==> config.mk <==
export PLATFORM = sky130hd
export DESIGN_NAME = cw_byte_packer
export DESIGN_NICKNAME = d
export VERILOG_FILES = /design/src/rtl/cw_pkg.sv /design/src/rtl/cw_byte_fifo.sv /design/src/rtl/cw_byte_packer.sv
export SDC_FILE = /design/constraint.sdc
export NUM_CORES = 1
export LEC_CHECK = 0
export ABC_CLOCK_PERIOD_IN_PS = 5550
export BUFFER_PORTS_ARGS = -buffer_cell sky130_fd_sc_hd__buf_2
export CORE_MARGIN = 8
export CORE_UTILIZATION = 49
export DETAILED_ROUTE_END_ITERATION = 6
export GPL_ROUTABILITY_DRIVEN = 0
export GPL_TIMING_DRIVEN = 1
export PLACE_DENSITY = 0.68
export SLEW_MARGIN = 20
export SYNTH_ARGS = -nofsm -noshare
export SYNTH_HDL_FRONTEND = slang
export SYNTH_HIERARCHICAL = 1
export SYNTH_SLANG_ARGS = --single-unit
==> constraint.sdc <==
create_clock -name clk -period 5.55 [get_ports clk]
set_clock_uncertainty 0.15 [all_clocks]
set_input_delay 0.8325 -clock clk [delete_from_list [all_inputs] [get_ports clk]]
set_output_delay 0.8325 -clock clk [all_outputs]
set_load 0.02 [all_outputs]
==> src/rtl/cw_pkg.sv <==
// ---------------------------------------------------------------------------
// cw_pkg
// Shared constants and types for the constant-weight codeword byte packer.
//   CW_W / CW_T      : codeword word width and words per frame
//   CW_FRAME_BYTES   : bytes produced by one full frame, ceil(CW_T*CW_W/8)
//   CW_ACC_W         : default bit-accumulator width
//   CW_FIFO_DEPTH    : default output byte FIFO depth
//   pack_state_e     : packer FSM state (IDLE, PACK, FLUSH)
//   fifo_entry_t     : one FIFO entry {last, data}
// ---------------------------------------------------------------------------
package cw_pkg;

  localparam int CW_W           = 10;
  localparam int CW_T           = 38;
  localparam int CW_FRAME_BYTES = (CW_T * CW_W + 7) / 8;  // 48
  localparam int CW_ACC_W       = 24;
  localparam int CW_FIFO_DEPTH  = 64;

  typedef enum logic [1:0] {
    ST_IDLE  = 2'd0,
    ST_PACK  = 2'd1,
    ST_FLUSH = 2'd2
  } pack_state_e;

  typedef struct packed {
    logic       last;
    logic [7:0] data;
  } fifo_entry_t;

endpackage

==> src/rtl/cw_byte_fifo.sv <==
// ---------------------------------------------------------------------------
// cw_byte_fifo
// Synchronous first-word-fall-through FIFO of {last, data} byte entries.
// The head entry is visible on rdata_o whenever empty_o is low.
// A push while full and a pop while empty are ignored.
// DEPTH must be a power of two.
// Ports:
//   clk, rst   : clock, synchronous active-high reset (empties the FIFO)
//   push_i     : write wdata_i this cycle (ignored when full)
//   wdata_i    : entry to write
//   pop_i      : discard the head entry this cycle (ignored when empty)
//   rdata_o    : head entry
//   full_o     : no free slot
//   empty_o    : no valid entry
// ---------------------------------------------------------------------------
module cw_byte_fifo
  import cw_pkg::*;
#(
  parameter int DEPTH = CW_FIFO_DEPTH
) (
  input  logic        clk,
  input  logic        rst,
  input  logic        push_i,
  input  fifo_entry_t wdata_i,
  input  logic        pop_i,
  output fifo_entry_t rdata_o,
  output logic        full_o,
  output logic        empty_o
);

  localparam int AW = $clog2(DEPTH);

  if ((1 << AW) != DEPTH) begin : g_bad_depth
    $error("cw_byte_fifo: DEPTH must be a power of two");
  end

  // Pointers carry one extra wrap bit so full and empty can be told apart.
  logic [AW:0] wr_q, wr_d;
  logic [AW:0] rd_q, rd_d;
  fifo_entry_t mem_q [DEPTH];
  logic        do_push;
  logic        do_pop;

  assign empty_o = (wr_q == rd_q);
  assign full_o  = (wr_q[AW] != rd_q[AW]) && (wr_q[AW-1:0] == rd_q[AW-1:0]);
  assign do_push = push_i && !full_o;
  assign do_pop  = pop_i && !empty_o;
  assign rdata_o = mem_q[rd_q[AW-1:0]];

  always_comb begin
    wr_d = wr_q;
    rd_d = rd_q;
    if (do_push) wr_d = wr_q + {{AW{1'b0}}, 1'b1};
    if (do_pop)  rd_d = rd_q + {{AW{1'b0}}, 1'b1};
  end

  always_ff @(posedge clk) begin
    if (rst) begin
      wr_q <= '0;
      rd_q <= '0;
    end else begin
      wr_q <= wr_d;
      rd_q <= rd_d;
    end
  end

  // Storage needs no reset: entries are only visible between the pointers.
  always_ff @(posedge clk) begin
    if (do_push) mem_q[wr_q[AW-1:0]] <= wdata_i;
  end

endmodule

==> src/rtl/cw_byte_packer.sv <==
// ---------------------------------------------------------------------------
// cw_byte_packer
// Packs the encoder's W-bit codeword position words into bytes, LSB-first,
// and queues them in a FWFT byte FIFO for a valid/ready byte stream with an
// end-of-frame marker.
//
// Ports:
//   clk, rst    : clock, synchronous active-high reset (discards everything)
//   cw_word     : codeword word, valid while cw_rdy is high
//   cw_rdy      : one-cycle word strobe (no backpressure upstream)
//   cw_done     : one-cycle end-of-frame strobe, with or after the last word
//   byte_out    : packed byte at the FIFO head (0 when empty)
//   byte_valid  : byte_out / byte_last are valid
//   byte_ready  : consumer accepts byte_out this cycle
//   byte_last   : byte_out is the final byte of the frame
//   busy        : FSM is in PACK or FLUSH
//   err_ovf     : sticky, a word was dropped (accumulator full or during FLUSH)
//   err_cnt     : sticky, a frame's word count differed from T
//   dbg_state   : current FSM state
//
// Byte handshake: a byte transfers on every rising edge where byte_valid and
// byte_ready are both high; byte_valid never depends on byte_ready, and
// byte_out/byte_last hold steady while byte_valid is high and not accepted.
//
// Build option: define CWPACK_CNT_CHECK_EN to build the per-frame word
// counter and the err_cnt check; otherwise err_cnt is tied to 0.
// ---------------------------------------------------------------------------
module cw_byte_packer
  import cw_pkg::*;
#(
  parameter int W          = CW_W,
  parameter int T          = CW_T,
  parameter int ACC_W      = CW_ACC_W,
  parameter int FIFO_DEPTH = CW_FIFO_DEPTH
) (
  input  logic         clk,
  input  logic         rst,
  input  logic [W-1:0] cw_word,
  input  logic         cw_rdy,
  input  logic         cw_done,
  output logic [7:0]   byte_out,
  output logic         byte_valid,
  input  logic         byte_ready,
  output logic         byte_last,
  output logic         busy,
  output logic         err_ovf,
  output logic         err_cnt,
  output pack_state_e  dbg_state
);

  if (FIFO_DEPTH < (T * W + 7) / 8) begin : g_bad_fifo_depth
    $error("cw_byte_packer: FIFO_DEPTH cannot hold one frame");
  end

  // Wide enough to hold cnt + W without wrapping.
  localparam int CNT_W = $clog2(ACC_W + W + 1);
  localparam logic [CNT_W-1:0] C_EIGHT = CNT_W'(8);
  localparam logic [CNT_W-1:0] C_W     = CNT_W'(W);
  localparam logic [CNT_W-1:0] C_ACC   = CNT_W'(ACC_W);

  pack_state_e      state_q, state_d;
  logic [ACC_W-1:0] acc_q, acc_d;
  logic [CNT_W-1:0] cnt_q, cnt_d;
  logic [CNT_W-1:0] cnt_after;
  logic             err_ovf_q, err_ovf_d;
  logic             push;
  logic             last_push;
  fifo_entry_t      push_entry;
  fifo_entry_t      head;
  logic             fifo_full;
  logic             fifo_empty;

  // -------------------------------------------------------------------------
  // Accumulator, push decision and FSM next state.
  // Bits of acc above cnt are always zero, so acc[7:0] is already the
  // zero-padded tail byte when FLUSH pushes a partial byte.
  // -------------------------------------------------------------------------
  always_comb begin
    push      = 1'b0;
    last_push = 1'b0;
    cnt_after = cnt_q;
    acc_d     = acc_q;
    cnt_d     = cnt_q;
    err_ovf_d = err_ovf_q;
    state_d   = state_q;

    if (!fifo_full) begin
      if (cnt_q >= C_EIGHT) begin
        push = 1'b1;
      end else if (state_q == ST_FLUSH && cnt_q != '0) begin
        push = 1'b1;
      end
    end

    if (push) begin
      acc_d     = acc_q >> 8;
      cnt_after = (cnt_q >= C_EIGHT) ? (cnt_q - C_EIGHT) : '0;
    end
    cnt_d = cnt_after;

    // No words are accepted in FLUSH, so the push that empties the
    // accumulator there is the frame's final byte.
    last_push = push && (state_q == ST_FLUSH) && (cnt_after == '0);

    // Room is judged after this cycle's push has freed its 8 bits.
    if (cw_rdy) begin
      if (state_q != ST_FLUSH && (cnt_after + C_W) <= C_ACC) begin
        acc_d = acc_d | (ACC_W'(cw_word) << cnt_after);
        cnt_d = cnt_after + C_W;
      end else begin
        err_ovf_d = 1'b1;
      end
    end

    case (state_q)
      ST_IDLE: begin
        // A word arriving with cw_done is accepted, then the frame flushes.
        if (cw_rdy) state_d = cw_done ? ST_FLUSH : ST_PACK;
      end
      ST_PACK: begin
        if (cw_done) state_d = ST_FLUSH;
      end
      ST_FLUSH: begin
        // cnt == 0 on entry means every byte already left without a marker.
        if (last_push || cnt_q == '0) state_d = ST_IDLE;
      end
      default: state_d = ST_IDLE;
    endcase
  end

  always_ff @(posedge clk) begin
    if (rst) begin
      state_q   <= ST_IDLE;
      acc_q     <= '0;
      cnt_q     <= '0;
      err_ovf_q <= 1'b0;
    end else begin
      state_q   <= state_d;
      acc_q     <= acc_d;
      cnt_q     <= cnt_d;
      err_ovf_q <= err_ovf_d;
    end
  end

`ifdef CWPACK_CNT_CHECK_EN
  // -------------------------------------------------------------------------
  // Per-frame word counter (saturating); every strobe outside FLUSH counts,
  // including words dropped on overflow.
  // -------------------------------------------------------------------------
  logic [5:0] wcnt_q, wcnt_d, wcnt_inc;
  logic       err_cnt_q, err_cnt_d;

  always_comb begin
    wcnt_inc  = wcnt_q;
    err_cnt_d = err_cnt_q;
    if (cw_rdy && state_q != ST_FLUSH && wcnt_q != 6'h3F) begin
      wcnt_inc = wcnt_q + 6'd1;
    end
    wcnt_d = wcnt_inc;
    // Includes a word strobed together with cw_done; in IDLE with no
    // word this compares a count of zero.
    if (cw_done && state_q != ST_FLUSH && wcnt_inc != 6'(T)) begin
      err_cnt_d = 1'b1;
    end
    if (state_q == ST_FLUSH && state_d == ST_IDLE) wcnt_d = '0;
  end

  always_ff @(posedge clk) begin
    if (rst) begin
      wcnt_q    <= '0;
      err_cnt_q <= 1'b0;
    end else begin
      wcnt_q    <= wcnt_d;
      err_cnt_q <= err_cnt_d;
    end
  end

  assign err_cnt = err_cnt_q;
`else
  assign err_cnt = 1'b0;
`endif

  // -------------------------------------------------------------------------
  // Output byte FIFO
  // -------------------------------------------------------------------------
  assign push_entry.last = last_push;
  assign push_entry.data = acc_q[7:0];

  cw_byte_fifo #(
    .DEPTH (FIFO_DEPTH)
  ) u_fifo (
    .clk     (clk),
    .rst     (rst),
    .push_i  (push),
    .wdata_i (push_entry),
    .pop_i   (byte_valid && byte_ready),
    .rdata_o (head),
    .full_o  (fifo_full),
    .empty_o (fifo_empty)
  );

  assign byte_valid = !fifo_empty;
  assign byte_out   = fifo_empty ? 8'h00 : head.data;
  assign byte_last  = fifo_empty ? 1'b0  : head.last;
  assign busy       = (state_q != ST_IDLE);
  assign err_ovf    = err_ovf_q;
  assign dbg_state  = state_q;

endmodule

==> results of run 1 <==
## Yosys cell counts, drive strengths merged, types with 6 or more instances
library cell	instances	share of area [%]
edfxtp	576	67
mux4	145	13
nor2	122	1.8
nand2	80	1.2
buf	56	1.3
dfxtp	53	4.1
o21ai	46	0.92
clkbuf	33	0.48
nor3	33	0.70
mux2i	28	1.1
a21oi	26	0.55
a31oi	23	0.56
nor2b	20	0.48
inv	16	0.23
mux2	16	0.70
o211ai	15	0.43
o22ai	15	0.36
nand3	13	0.25
a211oi	11	0.34
xor2	11	0.40
o221ai	9	0.30
or2	9	0.22
nand2b	8	0.19
a22o	7	0.24
or3	7	0.17
a221o	6	0.23
a221oi	6	0.20
o32ai	6	0.20
xnor2	6	0.20
## critical path, delay by kind of cell (launching register included)
kind / cells / cell delay, ns
DFF: 1 / 0.67
buffers and inverters: 2 / 0.46
AOI/OAI and AO/OA: 2 / 0.50
and+or+nand+nor: 1 / 0.17
muxes: 3 / 1.06
## routing by layer
metal / track usage (%) / routed length (µm)
met1: 27.6 / 25000
met2: 30.5 / 27700
met3: 3.84 / 4250
met4: 6.55 / 1670
met5: 0 / 0
## kinds of logic (layout without fill, tap and decap cells)
logic type | Yosys count | after routing | synth area share, %
DFF | 629 | 629 | 70.9
and+or+nand+nor | 330 | 330 | 6.16
AOI/OAI and AO/OA | 205 | 205 | 5.65
muxes | 189 | 189 | 14.4
buffers and inverters | 106 | 194 | 2.07
xor gates and xnor gates | 17 | 17 | 0.604
adders and majority gates | 4 | 4 | 0.193
other | 1 | 1 | 0.0145
## registers in the layout (all words and copies together), names as in the netlist, named ones only
register and flops:
dbg_state 2, cnt_q 6, u_fifo/wr_q 7, u_fifo/mem_q 576
acc_q 24, u_fifo/rd_q 7, err_ovf 1
## how the worst max path moves through the flow
stage	start	endpoint	slack (ns)
global placement	u_fifo/wr_q[3]$_SDFFE_PP0P_	u_fifo/mem_q[25][5]$_DFFE_PP_	1.30
global route	u_fifo/wr_q[0]$_SDFFE_PP0P_	cnt_q[4]$_SDFF_PP0_	0.73
finish	flip-flop	byte_out[6]	1.05
CTS	flip-flop	byte_out[6]	0.96
floorplan	u_fifo/rd_q[6]$_SDFFE_PP0N_	u_fifo/mem_q[0][8]$_DFFE_PP_	1.07
detailed placement	u_fifo/wr_q[0]$_SDFFE_PP0P_	cnt_q[4]$_SDFF_PP0_	1.16
## stage by stage
step	instances	power (µW)	cell area, µm²
final	2257	12400	28800
after CTS	2257	12500	28800
after global placement	2149	8310	26800
after floorplan	1481	7520	25900
after detailed placement	2149	8360	26800
after global routing	2257	12800	28800
## where the power goes
| part | switching [µW] | leakage (µW) | total (µW) | internal (µW) |
|---|---|---|---|---|
| registers | 293 | 0.00573 | 6070 | 5780 |
| clock network | 1720 | 0.000957 | 4130 | 2410 |
| logic | 1460 | 0.00222 | 2180 | 716 |
## layout make-up
| cell class | instances | share of cell area (%) |
|---|---|---|
| timing repair buffer | 69 | 1.77 |
| clock inverter | 38 | 1.57 |
| multi-input combinational | 746 | 24.3 |
| inverter | 17 | 0.222 |
| sequential | 629 | 63.9 |
| clock buffer | 70 | 5.27 |
| tap | 688 | 2.99 |
==> impl_results.md, run 1 <==
- Worst Hold Launch: acc_q[17]$_SDFF_PP0_
- Antenna viol nets, final: 0
- Startpoint types: flip-flop
- Antenna Cells: 0
- Vias in the first global route: between 10000 and 15000
- Yosys reg bits: around 630
- Number of vias per cell: 6.14
- Reg-to-reg endpoint: cnt_q[4]$_SDFF_PP0_
- First-pass GRT wire length: 89.8 mm
- Nature of the critical path endpoint: output port
- Synth unique cells: between 80 and 90
- Cell Area, Synth: 25900 µm²
- Crit path time final: 4.50 ns
- Synth-to-layout area growth: 11.2%
- Req. time, crit path: 4.57 ns
- R2R setup slack: 1.08 ns
- Final core occ: between 50 and 60%
- CTS sink count: roughly 630
- Status: completed
- Max Cap Viol: 0
- Worst-margin pin slew: 1.14 ns
- DIE AREA: a little over 60000 µm²
- # hold bufs at CTS: 0
- Hold Crit Depth: 2
- Most used DFF post-synth: edfxtp_1
- Setup ws final: about 1.1 ns
- # IOs: 30
- FF-to-FF path depth: 17
- RSZ-0062 raised after global routing: false
- CP arrival: roughly 3.5 ns
- Die width: 246 µm
- Power Density: around 430 nW/µm²
- Largest net degree at the start of global routing: 66
- Async S/R FF share, synth: 0%
- Reg clk slew, reported paths: around 0.07 ns
- Crit path cell chain: buf_12 -> mux4_2 -> mux2i_1 -> mux2i_1 -> o211ai_1 -> o21ai_0 -> nor2b_1 -> buf_2
- Synth Warn #: 6
- Area of the multi-input gates: between 7000 and 8000 µm²
- Final Hold Vio Count: 0
- LEAKAGE: 0.00890 µW
- Total GRT Usage: approximately a fifth
- Most common cell on crit path: mux2i_1
- Initial DRT Pass Iterations: 5
- WL final: 58.6 mm
- Remaining DRCs: 0
- Synthesized instance count: 1481
- PostCTS Resize Cnt: 0
- IO Port Bufs: 28
- Worst reg2reg startpoint: u_fifo/wr_q[0]$_SDFFE_PP0P_
- HPWL Detailed: 35.9 mm
- WL/cell: approximately 26 µm
- GRT overflow: 0
- Slew Limit Fails: 0
- Slowest stage delay, CP: approximately 0.67 ns
- Initial core utilization: between 40% and 50%
- Commonest non-fill, non-tap cell in the layout: edfxtp_1
- CP max stage cell: dfxtp_4
- Post-synth EDFFs: between 500 and 600
- Most frequent cells in the layout: edfxtp_1 (576), mux4_2 (145), nor2_1 (120), nand2_1 (79), clkbuf_16 (59)
- Layout cell share with drive strength beyond 1: a little under a quarter
- CTS root buf: clkbuf_16
- Post-CTS setup buffer count: 0
- CTS H-Tree Depth: 2
- Fillers: just under 4000
- Core Area: roughly 52000 µm²
- Critical path class: reg2out
- Core Rows: 84
- Slew HR: 23.4%
- Hold Path Class: reg2reg
- Peak Freq: around 220 MHz
- Pre-CTS setup slack: 1.16 ns
- Final Net Count: around 1500
- Syn_nets: 1500
- CTS tree: built
- Final setup violation count: 0
- Worst hold slack: 0.310 ns
- Register area: 18400 µm²
- Initial antenna violation count: 0
- Die H: 246 µm
- Hold endpoint: acc_q[17]$_SDFF_PP0_
- Vias: around 14000
- Setup TNS: 0 ns
- CTS buffer count: 57
- CTS Buffer Depth: 3
- Post-synthesis sequential area ratio: a little under three quarters
- Syn avg cell area: around 17 µm²
- Initial DRC Count: 1506
- Highest fanout seen on the critical path: 22
- Final period utilization: 81.0%
- VDD IR-drop max: 0.000317 V
- Clock Latency Late Sink: approximately 0.62 ns
Note: power is estimated with default switching activity, not from simulation.
==> run 2, diff against run 1 <==
--- a/config.mk
+++ b/config.mk
@@ -5,14 +5,14 @@
 export SDC_FILE = /design/constraint.sdc
 export NUM_CORES = 1
 export LEC_CHECK = 0
-export ABC_CLOCK_PERIOD_IN_PS = 5550
+export ABC_CLOCK_PERIOD_IN_PS = 4100
 export BUFFER_PORTS_ARGS = -buffer_cell sky130_fd_sc_hd__buf_2
 export CORE_MARGIN = 8
 export CORE_UTILIZATION = 49
 export DETAILED_ROUTE_END_ITERATION = 6
 export GPL_ROUTABILITY_DRIVEN = 0
 export GPL_TIMING_DRIVEN = 1
-export PLACE_DENSITY = 0.68
+export PLACE_DENSITY = 0.71
 export SLEW_MARGIN = 20
 export SYNTH_ARGS = -nofsm -noshare
 export SYNTH_HDL_FRONTEND = slang
==> constraint.sdc (replaced) <==
create_clock -name clk -period 4.1 [get_ports clk]
set_clock_uncertainty 0.15 [all_clocks]
set_input_delay 0.615 -clock clk [delete_from_list [all_inputs] [get_ports clk]]
set_output_delay 0.615 -clock clk [all_outputs]
set_load 0.02 [all_outputs]
==> impl_results.md, run 2 (synthesized netlist as in run 1, its figures left out) <==
- Final Cell Area: 29000 µm² (+0.73%)
- Startpoint types: flip-flop
- DIE AREA: 60400 µm² (unchanged)
- # IOs: 30 (unchanged)
- Initial DRC Count: 1865 (+24%)
- Power Density: 578 nW/µm² (+35%)
- Crit path time final: about 4.0 ns
- Core Area: 52400 µm² (unchanged)
- HPWL Detailed: 37.7 mm (+4.9%)
- Vias in the first global route: 14300 (+0.98%)
- Max Cap Viol: 0 (unchanged)
- Antenna Cells: 0 (unchanged)
- WL/cell: 25.9 µm (-0.34%)
- Slowest stage delay, CP: 0.55 ns (-0.12 ns)
- Initial antenna violation count: 0 (unchanged)
- CP max stage cell: mux4_2
- Remaining DRCs: 0 (unchanged)
- Most frequent cells in the layout: edfxtp_1 (576), mux4_2 (145), nor2_1 (117), nand2_1 (79), buf_4 (60)
- Crit path cell chain: buf_12 -> mux4_2 -> mux2_2 -> o21ai_0 -> a211oi_1 -> a31o_1 -> nor2b_1 -> buf_2
- IO Port Bufs: 28 (unchanged)
- Initial core utilization: 49.4% (unchanged)
- Layout cell share with drive strength beyond 1: 24.8% (+1.9 points)
- Final Net Count: 1568 (+1.9%)
- Die H: 246 µm (unchanged)
- Slew Limit Fails: 0 (unchanged)
- Core Rows: 84 (unchanged)
- First-pass GRT wire length: 90.3 mm (+0.61%)
- Status: completed
- Critical path class: reg2out
- Final setup violation count: 0 (unchanged)
- Largest net degree at the start of global routing: 66 (unchanged)
- CTS root buf: clkbuf_16
- Antenna viol nets, final: 0 (unchanged)
- Final Hold Vio Count: 0 (unchanged)
- Req. time, crit path: 3.34 ns (-1.23 ns)
- Hold Path Class: in2reg
- Number of vias per cell: 6.24 (+1.5%)
- CTS sink count: 629 (unchanged)
- Clock Latency Late Sink: 0.60 ns (-0.02 ns)
- Initial DRT Pass Iterations: 5 (unchanged)
- VDD IR-drop max: 0.000327 V (+3.3%)
- Slew HR: 28.5% (+5.1 points)
- Nature of the critical path endpoint: output port
- Commonest non-fill, non-tap cell in the layout: edfxtp_1
- Max FFs per register: 576 (unchanged)
- Total GRT Usage: 19.6% (+0.051 points)
- CTS H-Tree Depth: 2 (unchanged)
- Worst-margin pin slew: 1.07 ns (-0.0766 ns)
- Placed cell area: 27000 µm² (+0.73%)
- GRT overflow: 0 (unchanged)
- R2R setup slack: 0.12 ns (-0.96 ns)
- Peak Freq: 250 MHz
- CTS Buffer Depth: 3 (unchanged)
- Fillers: 3892 (-1.5%)
- Final period utilization: between 90% and 100%
- Die width: 246 µm (unchanged)
- RSZ-0062 raised after global routing: true
- CTS buffer count: 59 (+3.5%)
- LEAKAGE: 0.00903 µW (+1.4%)
- Reg clk slew, reported paths: 0.06 ns (about the same)
- WL final: 59.2 mm (+0.99%)
- CP arrival: 3.23 ns (-0.28 ns)
- Highest fanout seen on the critical path: 33 (+50%)
- CTS tree: built
- Setup TNS: 0 ns (unchanged)
- Synth-to-layout area growth: 12.0%
- Vias: 14300 (+2.9%)
## run 2: changes by cell type in the layout (fill, tap and decap cells not counted), sizes merged
| cell | previous run | this run |
|---|---|---|
| clkinvlp | 3 | 5 |
| bufinv | 10 | 6 |
| buf | 69 | 96 |
| clkbuf | 70 | 75 |
## run 2: stage by stage
stage	power [µW]	hold WS [ns]	utilization, %	worst slack, ns	cells
2_1_floorplan	10200	0.275	-	0.273	1481
3_3_place_gp	11400	0.291	51.5	0.180	2172
3_5_place_dp	11500	0.305	51.5	0.00416	2172
4_1_cts	16800	0.113	55.3	0.0505	2287
5_1_grt	17400	0.152	55.3	-0.0267	2287
6_report	16800	0.140	55.3	0.105	2287
## run 2: power by group
group	switching (µW)	internal (µW)
Combinational	1990	1090
Sequential	466	7810
Clock	2310	3100
Total	4770	12000
## run 2: cell type report
type                    count  area, µm²  area share, %
flip-flops and latches    629      18400           63.4
repair buffers             96        742           2.56
well taps                 688        861           2.97
clock inverters            36        348           1.20
inverters                  17       63.8          0.220
clock buffers              75       1580           5.44
multi-input cells         746       7030           24.2
## run 2: what timing repair did
item | in CTS | in global routing
setup endpoints to repair | 5 | 38
gates resized for setup | 2 | 4
buffers inserted | 4 | 0
hold buffers | 0 | 0
pin swaps | 0 | 0
## run 2: worst paths after layout
kind,depth (start not counted),start,to
max,8,flip-flop,byte_out[7]
min,3,cw_done,dbg_state[1]$_SDFFE_PP0P_
max reg2reg,15,u_fifo/wr_q[1]$_SDFFE_PP0P_,cnt_q[4]$_SDFF_PP0_
min reg2reg,2,acc_q[19]$_SDFF_PP0_,acc_q[19]$_SDFF_PP0_
## run 2: critical path: cells and delay by family (launching register included)
family,cells,cell delay [ns]
DFF,1,0.54
muxes,2,0.83
buffers and inverters,2,0.45
AOI/OAI and AO/OA,3,0.61
and+or+nand+nor,1,0.17
## run 2: layer usage
metal	vias up	global-route usage, %	routed length (µm)
li1	6112	-	-
met1	7353	28.2	25000
met2	684	30.1	27600
met3	115	3.62	4760
met4	0	6.86	1870
met5	-	0	0
